$ cat config.mk
export PLATFORM = sky130hd
export DESIGN_NAME = mcse_ahb_responder_flat
export DESIGN_NICKNAME = d
export VERILOG_FILES = /design/src/rtl/mcse_ahb_pkg.sv /design/src/rtl/mcse_ahb_responder_if.sv /design/src/rtl/mcse_ahb_resp_mem.sv /design/src/rtl/mcse_ahb_responder.sv /design/src/flat_wrapper.sv
export SDC_FILE = /design/constraint.sdc
export NUM_CORES = 2
export LEC_CHECK = 0
export ABC_AREA = 1
export CORE_ASPECT_RATIO = 0.6
export CORE_MARGIN = 5
export CORE_UTILIZATION = 50
export CTS_CLUSTER_SIZE = 16
export DETAILED_ROUTE_END_ITERATION = 7
export HOLD_SLACK_MARGIN = 0.06
export PLACE_DENSITY = 0.65
export SYNTH_ARGS = -nofsm -noshare
export SYNTH_HDL_FRONTEND = slang
export SYNTH_SLANG_ARGS = --single-unit
$ cat constraint.sdc
create_clock -name clk -period 2.6 [get_ports clk]
set_clock_uncertainty 0.1 [all_clocks]
set_input_delay 0.52 -clock clk [delete_from_list [all_inputs] [get_ports clk]]
set_output_delay 0.52 -clock clk [all_outputs]
set_load 0.02 [all_outputs]
$ cat src/rtl/mcse_ahb_pkg.sv
// Shared types and constants for the MCSE AHB-Lite responder.
//   htrans_e       : AHB transfer type encoding
//   Hresp*         : response encodings (OKAY / ERROR)
//   Hsize*         : transfer size encodings that the responder supports
//   resp_state_e   : responder FSM states
//   byte_strobe()  : byte lanes touched by a transfer of a given size/offset
package mcse_ahb_pkg;

  typedef enum logic [1:0] {
    HtransIdle   = 2'b00,
    HtransBusy   = 2'b01,
    HtransNonseq = 2'b10,
    HtransSeq    = 2'b11
  } htrans_e;

  localparam logic [1:0] HrespOkay  = 2'b00;
  localparam logic [1:0] HrespError = 2'b01;

  localparam logic [2:0] HsizeByte = 3'b000;
  localparam logic [2:0] HsizeHalf = 3'b001;
  localparam logic [2:0] HsizeWord = 3'b010;

  typedef enum logic [2:0] {
    StIdle,
    StWait,
    StData,
    StErr1,
    StErr2
  } resp_state_e;

  // Little-endian lane select; only called for already-validated sizes.
  function automatic logic [3:0] byte_strobe(logic [2:0] size, logic [1:0] off);
    case (size)
      HsizeByte: byte_strobe = 4'b0001 << off;
      HsizeHalf: byte_strobe = off[1] ? 4'b1100 : 4'b0011;
      default:   byte_strobe = 4'b1111;
    endcase
  endfunction

endpackage

$ cat src/rtl/mcse_ahb_responder_if.sv
// AHB-Lite bus bundle between a requester and the MCSE responder.
//   I_* : requester-driven address/control/write-data and bus-wide ready
//   O_* : responder-driven read data, ready and response
// Modports: slave (responder side), master (requester side).
interface mcse_ahb_responder_if #(
  parameter int unsigned AddrWidth  = 32,
  parameter int unsigned DataWidth  = 32,
  parameter int unsigned HrespWidth = 2
);
  logic                  I_hsel;
  logic [AddrWidth-1:0]  I_haddr;
  logic [1:0]            I_htrans;
  logic                  I_hwrite;
  logic [2:0]            I_hsize;
  logic [2:0]            I_hburst;
  logic [3:0]            I_hprot;
  logic                  I_hmastlock;
  logic                  I_hnonsec;
  logic [DataWidth-1:0]  I_hwdata;
  logic                  I_hready;
  logic [DataWidth-1:0]  O_hrdata;
  logic                  O_hreadyout;
  logic [HrespWidth-1:0] O_hresp;

  modport slave (
    input  I_hsel, I_haddr, I_htrans, I_hwrite, I_hsize, I_hburst, I_hprot,
           I_hmastlock, I_hnonsec, I_hwdata, I_hready,
    output O_hrdata, O_hreadyout, O_hresp
  );

  modport master (
    output I_hsel, I_haddr, I_htrans, I_hwrite, I_hsize, I_hburst, I_hprot,
           I_hmastlock, I_hnonsec, I_hwdata, I_hready,
    input  O_hrdata, O_hreadyout, O_hresp
  );
endinterface

$ cat src/rtl/mcse_ahb_resp_mem.sv
// Word storage for the AHB responder: byte-lane write, one asynchronous read
// port sharing the write address, cleared by the asynchronous reset.
//   clk, rst_n : clock, async active-low reset (clears every word)
//   we_i, be_i : write enable and per-byte lane enables
//   addr_i     : word index for both write and read
//   wdata_i    : write data (lane n carries byte n)
//   rdata_o    : current contents of the addressed word
module mcse_ahb_resp_mem #(
  parameter int unsigned Depth = 64,
  parameter int unsigned Aw    = $clog2(Depth)
) (
  input  logic          clk,
  input  logic          rst_n,
  input  logic          we_i,
  input  logic [3:0]    be_i,
  input  logic [Aw-1:0] addr_i,
  input  logic [31:0]   wdata_i,
  output logic [31:0]   rdata_o
);
  logic [31:0] mem_q [Depth];

  always_ff @(posedge clk or negedge rst_n) begin
    if (!rst_n) begin
      for (int i = 0; i < Depth; i++) mem_q[i] <= '0;
    end else if (we_i) begin
      for (int b = 0; b < 4; b++) begin
        if (be_i[b]) mem_q[addr_i][8*b +: 8] <= wdata_i[8*b +: 8];
      end
    end
  end

  assign rdata_o = mem_q[addr_i];
endmodule

$ cat src/rtl/mcse_ahb_responder.sv
// AHB-Lite responder serving a word-addressed storage window for the MCSE.
// OKAY transfers take pWAIT_STATES low-ready cycles before the data phase;
// out-of-window, oversized, misaligned or write-protected accesses get the
// two-cycle ERROR response and leave storage untouched.
//   clk, rst_n  : clock, async active-low reset
//   bus         : AHB-Lite slave modport (address/control/data/response)
//   I_wr_lock   : protects words below pLOCK_WORDS from writes
//   O_err_count : saturating count of ERROR responses; built only when
//                 MCSE_RESP_ERR_COUNT_EN is defined, otherwise tied to 0
module mcse_ahb_responder
  import mcse_ahb_pkg::*;
#(
  parameter int unsigned               pAHB_DATA_WIDTH  = 32,
  parameter int unsigned               pAHB_ADDR_WIDTH  = 32,
  parameter int unsigned               pAHB_HRESP_WIDTH = 2,
  parameter int unsigned               pMEM_DEPTH       = 64,
  parameter logic [pAHB_ADDR_WIDTH-1:0] pBASE_ADDR      = 32'h4000_0000,
  parameter int unsigned               pWAIT_STATES     = 1,
  parameter int unsigned               pLOCK_WORDS      = 16
) (
  input  logic                       clk,
  input  logic                       rst_n,
  mcse_ahb_responder_if.slave        bus,
  input  logic                       I_wr_lock,
  output logic [7:0]                 O_err_count
);
  localparam int unsigned WordAw = $clog2(pMEM_DEPTH);
  localparam logic [pAHB_ADDR_WIDTH-1:0] WinBytes  = pAHB_ADDR_WIDTH'(pMEM_DEPTH * 4);
  localparam logic [pAHB_ADDR_WIDTH-1:0] LockBytes = pAHB_ADDR_WIDTH'(pLOCK_WORDS * 4);

  resp_state_e                 state_q, state_d;
  logic [2:0]                  wcnt_q, wcnt_d;
  logic [WordAw-1:0]           word_q;
  logic [1:0]                  boff_q;
  logic                        write_q;
  logic [2:0]                  size_q;
  logic [pAHB_DATA_WIDTH-1:0]  hrdata_q, hrdata_d, mem_rdata;
  logic [pAHB_HRESP_WIDTH-1:0] resp;
  logic [pAHB_ADDR_WIDTH-1:0]  offset;
  logic                        accept, acc_err, mem_we, readyout;

  // Wraps modulo 2^pAHB_ADDR_WIDTH, so addresses below the base land out of window.
  assign offset = bus.I_haddr - pBASE_ADDR;

  // Only states that present hreadyout=1 may take a new address phase.
  assign accept = bus.I_hsel & bus.I_hready & bus.I_htrans[1] &
                  (state_q inside {StIdle, StData, StErr2});

  always_comb begin
    acc_err = 1'b0;
    if (offset >= WinBytes) acc_err = 1'b1;
    if (bus.I_hsize > HsizeWord) acc_err = 1'b1;
    if ((bus.I_hsize == HsizeHalf) && bus.I_haddr[0]) acc_err = 1'b1;
    if ((bus.I_hsize == HsizeWord) && (bus.I_haddr[1:0] != 2'b00)) acc_err = 1'b1;
    // Low words: lifecycle lock blocks all writes, non-secure writes always blocked.
    if (bus.I_hwrite && (offset < LockBytes) && (I_wr_lock || bus.I_hnonsec)) acc_err = 1'b1;
  end

  always_ff @(posedge clk or negedge rst_n) begin
    if (!rst_n) begin
      state_q <= StIdle;
      wcnt_q  <= '0;
    end else begin
      state_q <= state_d;
      wcnt_q  <= wcnt_d;
    end
  end

  always_comb begin
    state_d = state_q;
    wcnt_d  = wcnt_q;
    unique case (state_q)
      StWait: begin
        if (wcnt_q <= 3'd1) state_d = StData;
        else                wcnt_d  = wcnt_q - 3'd1;
      end
      StErr1:  state_d = StErr2;
      default: state_d = StIdle;
    endcase
    if (accept) begin
      if (acc_err) begin
        state_d = StErr1;
      end else if (pWAIT_STATES > 0) begin
        state_d = StWait;
        wcnt_d  = 3'(pWAIT_STATES);
      end else begin
        state_d = StData;
      end
    end
  end

  always_comb begin
    readyout = !(state_q inside {StWait, StErr1});
    resp     = (state_q inside {StErr1, StErr2}) ? HrespError : HrespOkay;
    mem_we   = (state_q == StData) && write_q;
    hrdata_d = ((state_q == StData) && !write_q) ? mem_rdata : hrdata_q;
  end

  always_ff @(posedge clk or negedge rst_n) begin
    if (!rst_n) begin
      word_q  <= '0;
      boff_q  <= '0;
      write_q <= 1'b0;
      size_q  <= '0;
    end else if (accept) begin
      word_q  <= offset[WordAw+1:2];
      boff_q  <= offset[1:0];
      write_q <= bus.I_hwrite;
      size_q  <= bus.I_hsize;
    end
  end

  always_ff @(posedge clk or negedge rst_n) begin
    if (!rst_n) hrdata_q <= '0;
    else        hrdata_q <= hrdata_d;
  end

  mcse_ahb_resp_mem #(
    .Depth (pMEM_DEPTH),
    .Aw    (WordAw)
  ) u_mem (
    .clk     (clk),
    .rst_n   (rst_n),
    .we_i    (mem_we),
    .be_i    (byte_strobe(size_q, boff_q)),
    .addr_i  (word_q),
    .wdata_i (bus.I_hwdata),
    .rdata_o (mem_rdata)
  );

  assign bus.O_hrdata    = hrdata_d;
  assign bus.O_hreadyout = readyout;
  assign bus.O_hresp     = resp;

`ifdef MCSE_RESP_ERR_COUNT_EN
  logic [7:0] err_cnt_q;
  always_ff @(posedge clk or negedge rst_n) begin
    if (!rst_n)                                       err_cnt_q <= '0;
    else if ((state_q == StErr2) && (err_cnt_q != 8'hFF)) err_cnt_q <= err_cnt_q + 8'd1;
  end
  assign O_err_count = err_cnt_q;
`else
  assign O_err_count = 8'h00;
`endif

  // Accepted but intentionally ignored bus fields.
  logic unused_bus;
  assign unused_bus = ^{bus.I_htrans[0], bus.I_hburst, bus.I_hprot, bus.I_hmastlock};
endmodule

$ cat src/flat_wrapper.sv
// flat-port wrapper written by rule: the top's interface ports become plain ports
module mcse_ahb_responder_flat import mcse_ahb_pkg::*;
#(
  parameter int unsigned               pAHB_DATA_WIDTH  = 32,
  parameter int unsigned               pAHB_ADDR_WIDTH  = 32,
  parameter int unsigned               pAHB_HRESP_WIDTH = 2,
  parameter int unsigned               pMEM_DEPTH       = 64,
  parameter logic [pAHB_ADDR_WIDTH-1:0] pBASE_ADDR      = 32'h4000_0000,
  parameter int unsigned               pWAIT_STATES     = 1,
  parameter int unsigned               pLOCK_WORDS      = 16
)
  (clk, rst_n, I_wr_lock, O_err_count, bus_I_hsel, bus_I_haddr, bus_I_htrans, bus_I_hwrite, bus_I_hsize, bus_I_hburst, bus_I_hprot, bus_I_hmastlock, bus_I_hnonsec, bus_I_hwdata, bus_I_hready, bus_O_hrdata, bus_O_hreadyout, bus_O_hresp);
  mcse_ahb_responder_if bus_i ();
  input  logic clk;
  input  logic rst_n;
  input  logic I_wr_lock;
  output logic [7:0] O_err_count;
  input wire logic [$bits(bus_i.I_hsel)-1:0] bus_I_hsel;
  input wire logic [$bits(bus_i.I_haddr)-1:0] bus_I_haddr;
  input wire logic [$bits(bus_i.I_htrans)-1:0] bus_I_htrans;
  input wire logic [$bits(bus_i.I_hwrite)-1:0] bus_I_hwrite;
  input wire logic [$bits(bus_i.I_hsize)-1:0] bus_I_hsize;
  input wire logic [$bits(bus_i.I_hburst)-1:0] bus_I_hburst;
  input wire logic [$bits(bus_i.I_hprot)-1:0] bus_I_hprot;
  input wire logic [$bits(bus_i.I_hmastlock)-1:0] bus_I_hmastlock;
  input wire logic [$bits(bus_i.I_hnonsec)-1:0] bus_I_hnonsec;
  input wire logic [$bits(bus_i.I_hwdata)-1:0] bus_I_hwdata;
  input wire logic [$bits(bus_i.I_hready)-1:0] bus_I_hready;
  output wire logic [$bits(bus_i.O_hrdata)-1:0] bus_O_hrdata;
  output wire logic [$bits(bus_i.O_hreadyout)-1:0] bus_O_hreadyout;
  output wire logic [$bits(bus_i.O_hresp)-1:0] bus_O_hresp;
  assign bus_i.I_hsel = bus_I_hsel;
  assign bus_i.I_haddr = bus_I_haddr;
  assign bus_i.I_htrans = bus_I_htrans;
  assign bus_i.I_hwrite = bus_I_hwrite;
  assign bus_i.I_hsize = bus_I_hsize;
  assign bus_i.I_hburst = bus_I_hburst;
  assign bus_i.I_hprot = bus_I_hprot;
  assign bus_i.I_hmastlock = bus_I_hmastlock;
  assign bus_i.I_hnonsec = bus_I_hnonsec;
  assign bus_i.I_hwdata = bus_I_hwdata;
  assign bus_i.I_hready = bus_I_hready;
  assign bus_O_hrdata = bus_i.O_hrdata;
  assign bus_O_hreadyout = bus_i.O_hreadyout;
  assign bus_O_hresp = bus_i.O_hresp;
  mcse_ahb_responder #(.pAHB_DATA_WIDTH(pAHB_DATA_WIDTH), .pAHB_ADDR_WIDTH(pAHB_ADDR_WIDTH), .pAHB_HRESP_WIDTH(pAHB_HRESP_WIDTH), .pMEM_DEPTH(pMEM_DEPTH), .pBASE_ADDR(pBASE_ADDR), .pWAIT_STATES(pWAIT_STATES), .pLOCK_WORDS(pLOCK_WORDS)) u_core (.clk(clk), .rst_n(rst_n), .bus(bus_i), .I_wr_lock(I_wr_lock), .O_err_count(O_err_count));
endmodule
==> impl_results.md <==
* Num CTS Buffers at 203
* Residual DRC at 0
* Pwr dens at 787.8 nW/um^2
* Die Wd at 583.2 um
* Crit-path max FO at 15
* Clk pin slew, worst setup/hold paths at 0.07 ns
* VDD IR max at 821.4 uV
* Die Y at 353.9 um
* Final worst slack at -1.396 ns
* RePlAce Congestion at 0.9268
* Max-slew headroom at 47.62%
* Startpoint Class: flop
* CP arrival at 3.38 ns
* Mapped Area at 98560 sq um
* Core footprint at 196300 sq um
* Initial antenna violation count at 9
* Detailed Place HPWL at 227.6 mm
* GRT overflow at 0
* DR pass1 iterations at 6
* Slowest stage delay, CP at 0.61 ns
* Worst-Skew Late Latency at 0.86 ns
* Initial DRC Count at 12310
* First-pass GRT wire length at 531.8 mm
* Root Driver: clkbuf_16
* CP Class: reg -> out
* CP most frequent cell: nand2_1
* Outcome: finished with violations
* Setup TNS at -185.82 ns
* Peak Freq at 250.3 MHz
* Max Buffers Root-to-Sink at 4
* CTS Sinks at 2098
* Post-DRT Antenna Nets at 0
* GRT Total Usage at 33.06%
* Final Setup Violations at 1407
* Required time of the worst setup path at 1.98 ns
* Share of the synthesized area in the top cell type at 53.26%
* H-tree depth at 4
* Final #Nets at 14130
* Die area at 206400 sq um
* Violated checks: setup timing
* Register area share after synthesis at 53.26%
* Final slew viol count at 0
* Via count at 93780
* Ports at 127
* Worst hold path class: in -> async
* RSZ-0062 raised after global routing: yes
* Worst-Margin Slew at 0.7857 ns
* Pin count of the biggest net entering global routing at 100
* Syn avg cell area at 7.258 sq um
* Finished Core Util at 62.26%
* Vias in the first global route at 86870
* Minimum clock period at 3.996 ns
* Fillers at 16850
* Largest cells by area after synthesis: dfrtp_1 (53%), nand2_1 (31%), o21ai_0 (9.1%)
* Leading area contributor after synthesis: dfrtp_1
* Worst setup EP type: output port
* WL/cell at 21.14 um
* Syn Inst Count at 13580
* Port Buf Inserts at 108
* CTS tree: yes
* Final WL at 355.7 mm
* Area Overhead vs Synth at 23.98%
* Row cnt at 126
* #FFs+latches synth at 2098
* Slowest stage cell, crit path: dfrtp_4
* Crit-path cells: inv_12 > buf_16 > buf_12 > buf_12 > nand2_1 > nand2_1 > nand2_1 > nand2_2 > nand2_1 > nand2_1 > nand2_1 > nand3_4 > nor2_4 > a21oi_4 > buf_6
* Vias per cell at 5.575
* Final-report hold violation count at 0
* Pre-CTS WS at -1.038 ns
* Starting Density at 50.22%
* Layout cell share with drive strength beyond 1 at 13.28%
* MaxCap Viol Count at 0
* Ys Warns at 0
* Fin crit share at 153.7%
* Leak pwr at 66.78 nW
* Synth unique cells at 25
==> synth_stat cells <==
cell type / number
nand2_1: 8063
dfrtp_1: 2098
o21ai_0: 1796
clkbuf_1: 773
o21ai_1: 280
nor2_1: 150
inv_1: 134
buf_2: 88
nand3_1: 56
buf_1: 34
clkinv_1: 34
inv_2: 17
a21oi_1: 13
buf_4: 11
nor3_2: 7
nor4_1: 6
or2_2: 5
o211ai_1: 4
nand4_1: 3
ha_1: 2
nor2_2: 2
nor3_1: 2
and3_1: 1
conb_1: 1
xor2_1: 1
==> path summary, 6_finish.rpt <==
check	startpoint	endpoint	slack, ns	depth (start not counted)
worst max-delay path	u_core.word_q[0]	bus_O_hrdata[31]	-1.40	15
worst min-delay path	rst_n	u_core.u_mem.mem_q[38]	0.14	2
worst max register to register	u_core.word_q[0]	u_core.u_mem.mem_q[986]	-0.38	10
worst min register to register	u_core.u_mem.mem_q[1388]	u_core.u_mem.mem_q[1388]	0.38	2
max in group asynchronous	rst_n	u_core.u_mem.mem_q[1985]	1.11	4
min in group clk	bus_I_hwrite	u_core.write_q	0.19	3
==> repair_timing <==
action                                   CTS  global route
setup buffers                             26            47
endpoints found under the setup margin  1693          1987
resized for setup                        328           520
endpoints found under the hold margin    804             0
pin swaps                                 24           173
hold buffers                               1             0
gates cloned                              24            38
==> cells in the final DEF (no fill, tap or decap), types with 46 or more instances in the layout <==
cell / netlist / routed
buf_12: 0 / 357
buf_16: 0 / 46
buf_4: 11 / 537
buf_6: 0 / 72
clkbuf_16: 0 / 237
clkbuf_8: 0 / 50
clkdlybuf4s50_1: 0 / 74
dfrtp_1: 2098 / 2095
inv_1: 134 / 108
inv_2: 17 / 73
nand2_1: 8063 / 7779
nand2_2: 0 / 256
nor2_1: 150 / 82
nor2_4: 0 / 54
o21ai_0: 1796 / 1784
o21ai_1: 280 / 290
==> cell families after synthesis <==
group,share of synthesized area (%)
fa+ha+maj,0.02538
buf+inv,4.308
compound gates,10.64
simple gates,31.75
other cells,0.003805
flops,53.26
xor+xnor,0.008888
==> flip-flops by register name (all words and copies together), names as in the netlist <==
signal	cells
u_core.boff_q	2
u_core.hrdata_q	32
u_core.size_q	3
u_core.state_q	3
u_core.u_mem.mem_q	2048
u_core.wcnt_q	3
u_core.word_q	6
u_core.write_q	1
==> per-stage QoR <==
step	area, sq um	std cells	hold WS, ns	total power [mW]
after floorplan	98610	13590	0.1244	51.38
after CTS	119500	16750	0.1168	93.80
after detailed placement	110900	16340	0.3693	61.70
after global routing	122200	16820	0.1453	100.8
after global placement	110900	16340	0.3648	61.32
final	122200	16820	0.1367	96.27
==> power by group <==
part           switching [mW]  internal (mW)
Sequential               1.69           35.6
Clock                    13.2           17.5
Combinational            17.9           10.4
Total                    32.8           63.5
==> worst max-delay path, delay by kind of cell (launching register included) <==
kind / cells / cell delay [ns]
AND/OR/NAND/NOR: 9 / 0.69
flip-flops: 1 / 0.61
buffers and inverters: 5 / 0.86
AO/OA/AOI/OAI: 1 / 0.31
==> per-layer routing <==
layer	part of all wire, %	routed length [um]	global-route usage, %
met1	44	155900	49.50
met2	41	147300	46.67
met3	11	39860	8.751
met4	3.4	12250	10.39
met5	0.093	332	0.5329
==> cell type report <==
type                       count  area, sq um  share of cell area [%]
tap                         2624         3283                   2.687
clock inverter                64        765.7                  0.6266
inverter                     185        726.9                  0.5949
sequential                  2098        52510                   42.97
clock buffer                 295         5968                   4.884
timing repair inverter         1        11.26                0.009215
antenna                        3        7.507                0.006143
multi-input combinational  10400        43570                   35.66
timing repair buffer        1152        15350                   12.56
Note: power is estimated with default switching activity, not from simulation.
